File: config.mk
export PLATFORM = sky130hd
export DESIGN_NAME = snakes_ladders_multi
export DESIGN_NICKNAME = d
export VERILOG_FILES = /design/src/rtl/snakes_ladders_multi.sv
export SDC_FILE = /design/constraint.sdc
export NUM_CORES = 1
export LEC_CHECK = 0
export BUFFER_PORTS_ARGS = -buffer_cell sky130_fd_sc_hd__buf_4
export CORE_UTILIZATION = 45
export DETAILED_ROUTE_END_ITERATION = 8
export PLACE_DENSITY = 0.75
export REMOVE_ABC_BUFFERS = 1
export SETUP_SLACK_MARGIN = 0.2
export SYNTH_ARGS = -nofsm -noshare
export SYNTH_HDL_FRONTEND = slang
export SYNTH_SLANG_ARGS = --single-unit
File: constraint.sdc
create_clock -name clk -period 8.88 [get_ports clk]
set_clock_uncertainty 0.05 [all_clocks]
set_input_delay 0.444 -clock clk [delete_from_list [all_inputs] [get_ports clk]]
set_output_delay 0.444 -clock clk [all_outputs]
set_load 0.01 [all_outputs]
File: src/rtl/snakes_ladders_multi.sv
// N-player snakes-and-ladders engine: free-running die, programmable jump table, exact finish, extra turn on six.
// A roll accepted in cycle T shows roll_valid at T+1 and the new position at T+3; roll_req outside WAIT_ROLL is dropped.
module snakes_ladders_multi #(
    parameter int N_PLAYERS = 4,
    parameter int BOARD_MAX = 100,
    parameter int POS_W     = 7,
    parameter int NUM_JUMPS = 8
) (
    input  logic                         clk,
    input  logic                         reset,
    input  logic                         start,
    input  logic                         roll_req,
    input  logic                         force_en,
    input  logic [2:0]                   force_val,
    input  logic                         cfg_we,
    input  logic [$clog2(NUM_JUMPS)-1:0] cfg_idx,
    input  logic [POS_W-1:0]             cfg_from,
    input  logic [POS_W-1:0]             cfg_to,
    output logic                         ready,
    output logic [2:0]                   cur_player,
    output logic [2:0]                   last_roll,
    output logic                         roll_valid,
    output logic [N_PLAYERS*POS_W-1:0]   pos_flat,
    output logic                         game_over,
    output logic [2:0]                   winner
);
    localparam int PW = (N_PLAYERS > 1) ? $clog2(N_PLAYERS) : 1;
    localparam logic [POS_W:0]   BMAX   = (POS_W+1)'(BOARD_MAX);
    localparam logic [POS_W-1:0] BMAX_P = POS_W'(BOARD_MAX);

    typedef enum logic [2:0] {S_IDLE, S_WAIT, S_MOVE, S_JUMP, S_CHECK, S_DONE} state_t;

    state_t           state;
    logic [POS_W-1:0] pos      [N_PLAYERS];
    logic [POS_W-1:0] jmp_from [NUM_JUMPS];
    logic [POS_W-1:0] jmp_to   [NUM_JUMPS];
    logic [2:0]       die_cnt;
    logic [1:0]       six_cnt;
    logic [POS_W:0]   target;
    logic             skip;
    logic             forfeit;

    logic [PW-1:0]    cur_idx;
    logic [POS_W:0]   move_tgt;
    logic [POS_W-1:0] jump_dst;
    logic [2:0]       die_now;
    logic [2:0]       next_player;
    logic             cfg_ok;

    assign cur_idx     = cur_player[PW-1:0];
    assign move_tgt    = {1'b0, pos[cur_idx]} + {{(POS_W-2){1'b0}}, last_roll};
    assign die_now     = (force_en && force_val != 3'd0 && force_val != 3'd7) ? force_val : die_cnt;
    assign next_player = (cur_player == 3'(N_PLAYERS-1)) ? 3'd0 : cur_player + 3'd1;
    assign cfg_ok      = (cfg_from != '0) && (cfg_from < BMAX_P) && (cfg_to <= BMAX_P);
    assign ready       = (state == S_WAIT);
    assign game_over   = (state == S_DONE);

    for (genvar g = 0; g < N_PLAYERS; g++) begin : g_flat
        assign pos_flat[g*POS_W +: POS_W] = pos[g];
    end

    // Scan high-to-low so the lowest matching index ends up winning.
    always_comb begin
        jump_dst = target[POS_W-1:0];
        for (int i = NUM_JUMPS-1; i >= 0; i--) begin
            if (jmp_from[i] != '0 && {1'b0, jmp_from[i]} == target)
                jump_dst = jmp_to[i];
        end
    end

    always_ff @(posedge clk) begin
        if (reset) begin
            state      <= S_IDLE;
            cur_player <= 3'd0;
            last_roll  <= 3'd0;
            roll_valid <= 1'b0;
            winner     <= 3'd0;
            die_cnt    <= 3'd1;
            six_cnt    <= 2'd0;
            target     <= '0;
            skip       <= 1'b0;
            forfeit    <= 1'b0;
            for (int i = 0; i < N_PLAYERS; i++) pos[i] <= '0;
            for (int i = 0; i < NUM_JUMPS; i++) begin
                jmp_from[i] <= '0;
                jmp_to[i]   <= '0;
            end
            jmp_from[0] <= POS_W'(9);  jmp_to[0] <= POS_W'(31);
            jmp_from[1] <= POS_W'(28); jmp_to[1] <= POS_W'(84);
            jmp_from[2] <= POS_W'(63); jmp_to[2] <= POS_W'(81);
            jmp_from[3] <= POS_W'(87); jmp_to[3] <= POS_W'(36);
            jmp_from[4] <= POS_W'(17); jmp_to[4] <= POS_W'(7);
            jmp_from[5] <= POS_W'(62); jmp_to[5] <= POS_W'(19);
        end else begin
            die_cnt    <= (die_cnt == 3'd6) ? 3'd1 : die_cnt + 3'd1;
            roll_valid <= 1'b0;

            // Invalid entries are stored with from=0 so the lookup never matches them.
            if (cfg_we && (state == S_IDLE || state == S_DONE)) begin
                jmp_from[cfg_idx] <= cfg_ok ? cfg_from : '0;
                jmp_to[cfg_idx]   <= cfg_ok ? cfg_to   : '0;
            end

            case (state)
                S_IDLE, S_DONE: begin
                    if (start) begin
                        for (int i = 0; i < N_PLAYERS; i++) pos[i] <= '0;
                        cur_player <= 3'd0;
                        six_cnt    <= 2'd0;
                        state      <= S_WAIT;
                    end
                end
                S_WAIT: begin
                    if (roll_req) begin
                        last_roll  <= die_now;
                        roll_valid <= 1'b1;
                        state      <= S_MOVE;
                    end
                end
                S_MOVE: begin
                    target  <= move_tgt;
                    skip    <= (move_tgt > BMAX);
                    forfeit <= 1'b0;
                    state   <= S_JUMP;
                    if (last_roll == 3'd6) begin
                        if (six_cnt == 2'd2) begin
                            six_cnt <= 2'd0;
                            forfeit <= 1'b1;
                            state   <= S_CHECK;
                        end else begin
                            six_cnt <= six_cnt + 2'd1;
                        end
                    end
                end
                S_JUMP: begin
                    if (!skip) pos[cur_idx] <= jump_dst;
                    state <= S_CHECK;
                end
                S_CHECK: begin
                    if (pos[cur_idx] == BMAX_P) begin
                        winner <= cur_player;
                        state  <= S_DONE;
                    end else if (last_roll == 3'd6 && !forfeit) begin
                        state <= S_WAIT;
                    end else begin
                        six_cnt    <= 2'd0;
                        cur_player <= next_player;
                        state      <= S_WAIT;
                    end
                end
                default: state <= S_IDLE;
            endcase
        end
    end
endmodule

Word-level counts from Yosys, hierarchy flattened
Memory sizes are Yosys's and may differ from the RTL's. A register that Yosys moved wholly into a read port is not among the register bits.
Cells that the tools add are included.
{"block": "totals", "regBits": 28, "latchBits": 0, "ramBits": 140, "mem_bits_ro": 0, "out_inout_bits": 40, "elab_cells": 172, "mem_count": 3}
{"block": "op_classes", "n_addsub": 4, "multipliers": 0, "n_div": 0, "magnitude_cmp": 3, "eq_ne": 24, "n_shift": 0, "mux": 71, "n_bitwise": 17, "reduce_logical": 40}
{"memory": "jmp_from", "words": 8, "width": 7, "read_ports": 8, "rd_ports_with_merged_regs": 0, "wr": 8, "line_no": "35", "text": "logic [POS_W-1:0] jmp_from [NUM_JUMPS];"}
{"memory": "jmp_to", "words": 8, "width": 7, "read_ports": 8, "rd_ports_with_merged_regs": 0, "wr": 8, "line_no": "36", "text": "logic [POS_W-1:0] jmp_to [NUM_JUMPS];"}
{"memory": "pos", "words": 4, "width": 7, "read_ports": 5, "rd_ports_with_merged_regs": 1, "wr": 4, "line_no": "34", "text": "logic [POS_W-1:0] pos [N_PLAYERS];"}
{"op": "$mux 7", "count": 29}
{"op": "$eq 7x8->1", "count": 8}
{"op": "$reduce_bool 7->1", "count": 9}
{"op": "$mux 3", "count": 12}
{"op": "$reduce_or 7->1", "count": 3}
{"op": "$mux 1", "count": 19}
{"op": "$mux 2", "count": 8}
{"op": "$or 1x1->1", "count": 16}
{"op": "$pmux 3 s5", "count": 1}
{"op": "$logic_and 1x1->1", "count": 14}
{"op": "$eq 3x3->1 const B", "count": 4}
{"op": "$ne 2x2->1 const B", "count": 5}
{"op": "$eq 3x2->1 const B", "count": 3}
{"op": "$add 7x3->8", "count": 1}
{"op": "$gt 8x7->1 const B", "count": 1}
{"op": "$eq 7x7->1 const B", "count": 1}
{"op": "$le 7x7->1 const B", "count": 1}
{"op": "$lt 7x7->1 const B", "count": 1}
{"op": "$add 3x1->3 const B", "count": 2}
{"op": "$pmux 2 s3", "count": 1}
{"op": "$pmux 3 s2", "count": 1}
{"op": "$reduce_and 2->1", "count": 3}
{"op": "$reduce_bool 3->1", "count": 2}
{"op": "$reduce_or 2->1", "count": 3}
{"op": "other kinds (11)", "count": 11}

Longest topological paths before layout
{"block": "depth", "word_depth": 11, "depth_mapped": 12, "ltp_nobuf": 11}

Worst setup path before layout
No wires, ideal clock.
{"block": "synth_timing", "path_kind": "register -> register", "startpoint": "register (tool-made name)", "endpoint": "register skip", "setup_ns": 0.086, "arrival_time_ns": 2.797, "path_slack_ns": 5.947, "path_stages_with_launch": 12, "path_buffers": 1, "synth_period_minus_slack_ns": 2.933, "path_cell_list": "dfxtp_1 > buf_6 > mux4_2 > ha_1 > inv_1 > fa_1 > inv_1 > o21ai_0 > a211oi_1 > a21oi_1 > or4_1 > a211oi_1"}
{"element": "end signal, assigned", "line_no": "122", "text": "skip <= (move_tgt > BMAX);"}
{"element": "end, declared", "line_no": "40", "text": "logic skip;"}

==> results_tabular.tex <==
\begin{tabular}{lr}
\hline
Metric & Value \\
\hline
\multicolumn{2}{l}{\textbf{Run status}} \\
\quad Result of the run & completed \\
\multicolumn{2}{l}{\textbf{Final layout}} \\
\quad Layout-stage area growth over the synthesis result & 13.9\% \\
\quad Number of antenna diodes & 0 \\
\quad Layout cell share with drive strength beyond 1 & 0.151 \\
\quad Final net count & 859 \\
\quad Area of all placed cells without fillers & 0.00967 mm² \\
\multicolumn{2}{l}{\textbf{Power and ir drop}} \\
\quad Relative contribution of combinational cells to total power & 0.094 \\
\quad Leakage Power & 3.52 nW \\
\quad Power density over the cells & 182 mW/mm² \\
\quad Switching power share of the total & 0.246 \\
\quad Flop pwr share & 0.525 \\
\quad Maximum vdd ir drop & 0.130 mV \\
\quad Clock power frac & 0.381 \\
\quad Internal & 1.33 mW \\
\quad Reported net switching power & 434 µW \\
\multicolumn{2}{l}{\textbf{Worst setup path}} \\
\quad Slowest cell on the critical path & sky130\_fd\_sc\_hd\_\_nor4b\_1 \\
\quad Critical path start-end classification & reg -> reg \\
\quad Startpoint Class & flop \\
\quad Biggest cell delay along the critical path & 880 ps \\
\quad Register-to-register setup slack & 5240 ps \\
\quad Data arrival time at the worst-slack endpoint & 3680 ps \\
\quad CP Max Fanout & 14 \\
\quad Worst path cell trace & xor2\_1 > nor4b\_1 > nand2\_1 > nor2\_1 > or2\_2 \\
\quad Crit. Startpoint & state[2] \\
\quad Required time at the endpoint of the critical path & 8920 ps \\
\quad Kind of end point of the critical path & flop \\
\quad Worst reg2reg startpoint & state[2] \\
\multicolumn{2}{l}{\textbf{Clocking}} \\
\quad Postcts setup bufs & 0 \\
\quad Clock transition at the registers of the reported paths & 60 ps \\
\quad Inserted Clock Buffers & 17 \\
\quad Gates resized, CTS repair & 0 \\
\quad CTS tree & yes \\
\quad Cell chosen for the clock root & sky130\_fd\_sc\_hd\_\_clkbuf\_16 \\
\quad Clock insertion delay at the later pin of the skew report & 430 ps \\
\quad Max Buffers Root-to-Sink & 2 \\
\quad Count of clock tree sinks & 170 \\
\quad Hold\_buf cts & 0 \\
\quad H-tree levels & 4 \\
\multicolumn{2}{l}{\textbf{Timing}} \\
\quad Final Hold Vio Count & 0 \\
\quad Final critical-path share of the clock period & 0.410 \\
\quad Total setup violations reported at the end of the flow & 0 \\
\quad Unrepaired setup endpoints after global routing & false \\
\quad Slew of the pin with the lowest slew margin & 1050 ps \\
\quad Normalized max-slew margin & 0.291 \\
\quad Max-slew violations & 0 \\
\quad Setup TNS Final & 0 ps \\
\quad Highest attainable clock frequency & 275 MHz \\
\quad Crit path time final & 3640 ps \\
\multicolumn{2}{l}{\textbf{Routing}} \\
\quad Count of routing violations after the opening detailed-route iteration & 607 \\
\quad First-pass detailed-route iteration total & 5 \\
\quad Post-DR vias/cell & 5.95 \\
\quad Drt wl/cell & 20.6 µm \\
\quad Routed via count & 6340 \\
\quad Remaining antenna violation count after routing & 0 \\
\quad Post-route DRC violation count & 0 \\
\quad Final Routed Wirelength & 21900 µm \\
\multicolumn{2}{l}{\textbf{Die}} \\
\quad Area of the placeable core & 0.0182 mm² \\
\quad Area of the die & 0.0194 mm² \\
\quad X dimension of the die & 139 µm \\
\quad Chip Height & 139 µm \\
\quad Site row count & 49 \\
\quad Initial Utilization & 0.466 \\
\quad Ports & 66 \\
\multicolumn{2}{l}{\textbf{Min path}} \\
\quad Origin of the worst min-delay path & roll\_req \\
\quad Path class of the lowest-slack min-delay path & in -> reg \\
\multicolumn{2}{l}{\textbf{Placement}} \\
\quad Routability Congestion & 1.00 \\
\quad Quantity of I/O buffers inserted on ports & 65 \\
\quad Detailed Place HPWL & 15000 µm \\
\quad Post-place instance area & 0.00914 mm² \\
\multicolumn{2}{l}{\textbf{GRT}} \\
\quad Antenna violations before repair & 0 \\
\quad Pin count of the biggest net entering global routing & 50 \\
\quad Number of global-route vias before repair & 6102 \\
\quad Total global routing overflow & 0 \\
\quad Wire length of the first global-routing pass & 33500 µm \\
\quad Total routing usage reported by global routing & 0.230 \\
\multicolumn{2}{l}{\textbf{Yosys}} \\
\quad Primary flip-flop cell chosen by synthesis mapping & sky130\_fd\_sc\_hd\_\_edfxtp\_1 \\
\quad Yosys reg bits & 170 \\
\quad Distinct cell type count of the synthesized netlist & 54 \\
\quad Part of the Yosys area used for sequential elements & 0.566 \\
\quad Syn avg cell area & 11.0 µm² \\
\quad Cells after synthesis & 772 \\
\quad Number of enable-type register cells in the synthesized netlist & 140 \\
\quad Netlist area before placement & 0.00849 mm² \\
\quad Share of flip-flops with an asynchronous set or reset after synthesis & 0 \\
\quad Yosys warns & 0 \\
\multicolumn{2}{l}{\textbf{Job}} \\
\quad Number of max-capacitance violations reported & 0 \\
\hline
\end{tabular}
sequential cells by signal (all words and copies together) (netlist names), named ones only:
signal and count:
cur_player 3, die_cnt 3, forfeit 1, jmp_from 56, jmp_to 56, last_roll 3
pos 28, roll_valid 1, six_cnt 2, skip 1, state 3, target 8
winner 3
critical path: cells and delay by family, from the launching register on:
kind             cells  cell delay (ps)
XOR/XNOR             1              160
flip-flops           1              570
AND/OR/NAND/NOR      4             2520
area by class of cell:
type / instances / area (µm²)
Sequential cell: 170 / 4800
Inverter: 21 / 78.8
Multi-Input combinational cell: 543 / 3450
Fill cell: 1497 / 8540
Clock buffer: 23 / 478
Clock inverter: 9 / 47.5
Tap cell: 229 / 287
Timing Repair Buffer: 70 / 526
through the flow:
step	hold slack [ps]	utilization	power, mW	setup slack (ps)	instances
floorplan	359	-	1.03	4940	734
global placement	380	0.502	1.10	5260	1033
detailed placement	392	0.502	1.11	5280	1033
CTS	284	0.531	1.77	5320	1065
global route	288	0.531	1.81	5000	1065
finish	295	0.531	1.76	5240	1065
cells in the final DEF, fill, tap and decap left out, types with 13 or more instances in the layout:
cell                        Yosys  final
sky130_fd_sc_hd__a211oi_1      13     13
sky130_fd_sc_hd__a21oi_1       32     32
sky130_fd_sc_hd__and2_1        22     22
sky130_fd_sc_hd__and3_1        36     36
sky130_fd_sc_hd__buf_4          1     70
sky130_fd_sc_hd__clkbuf_16      0     17
sky130_fd_sc_hd__dfxtp_1       30     30
sky130_fd_sc_hd__edfxtp_1     140    140
sky130_fd_sc_hd__inv_1         21     21
sky130_fd_sc_hd__nand2_1       86     86
sky130_fd_sc_hd__nor2_1       108    108
sky130_fd_sc_hd__nor3_1        23     22
sky130_fd_sc_hd__xor2_1        51     51
routing by layer:
metal / up-vias / part of all wire / track usage
met1: 3079 / 0.42 / 0.303
met5: - / 0 / 0
li1: 2914 / - / -
met4: 0 / 0.028 / 0.107
met3: 50 / 0.071 / 0.0406
met2: 297 / 0.48 / 0.370
logic make-up (layout without fill, tap and decap cells):
logic type                 Yosys count  count (layout)  share of synthesized area
and+or+nand+nor                    355             355                      0.209
adders and majority gates           10              10                     0.0156
buffers and inverters               59             123                     0.0302
DFF                                170             170                      0.566
muxes                               14              14                     0.0268
xor gates and xnor gates            58              58                     0.0598
AOI/OAI and AO/OA                  106             106                     0.0931
worst paths after layout:
check | endpoint | depth (start not counted)
setup / recovery | jmp_from[3][6] | 5
setup reg to reg | jmp_from[3][6] | 5
hold reg to reg | die_cnt[0] | 1
hold / removal | state[1] | 3
synthesized netlist by cell type (10+ instances only):
master | instances | share of area
sky130_fd_sc_hd__a21oi_1 | 32 | 0.019
sky130_fd_sc_hd__nand4_1 | 10 | 0.0074
sky130_fd_sc_hd__inv_1 | 21 | 0.0093
sky130_fd_sc_hd__nor3_1 | 23 | 0.014
sky130_fd_sc_hd__nand2_1 | 86 | 0.038
sky130_fd_sc_hd__a211oi_1 | 13 | 0.011
sky130_fd_sc_hd__clkbuf_1 | 27 | 0.012
sky130_fd_sc_hd__edfxtp_1 | 140 | 0.50
sky130_fd_sc_hd__o22ai_1 | 10 | 0.0074
sky130_fd_sc_hd__and3_1 | 36 | 0.027
sky130_fd_sc_hd__nand3_1 | 11 | 0.0065
sky130_fd_sc_hd__xor2_1 | 51 | 0.053
sky130_fd_sc_hd__nor2_1 | 108 | 0.048
sky130_fd_sc_hd__dfxtp_1 | 30 | 0.071
sky130_fd_sc_hd__nor4_1 | 12 | 0.0088
sky130_fd_sc_hd__and2_1 | 22 | 0.016
power by group through the flow:
| stage | sequential (mW) | combinational [mW] | clock (mW) |
|---|---|---|---|
| final | 0.926 | 0.166 | 0.673 |
| after global routing | 0.928 | 0.179 | 0.705 |
| after CTS | 0.925 | 0.165 | 0.675 |
| after detailed placement | 0.942 | 0.164 | 0 |
| after global placement | 0.941 | 0.162 | 0 |
| after floorplan | 0.934 | 0.0910 | 0 |
Power figures use the tool's default switching activity.
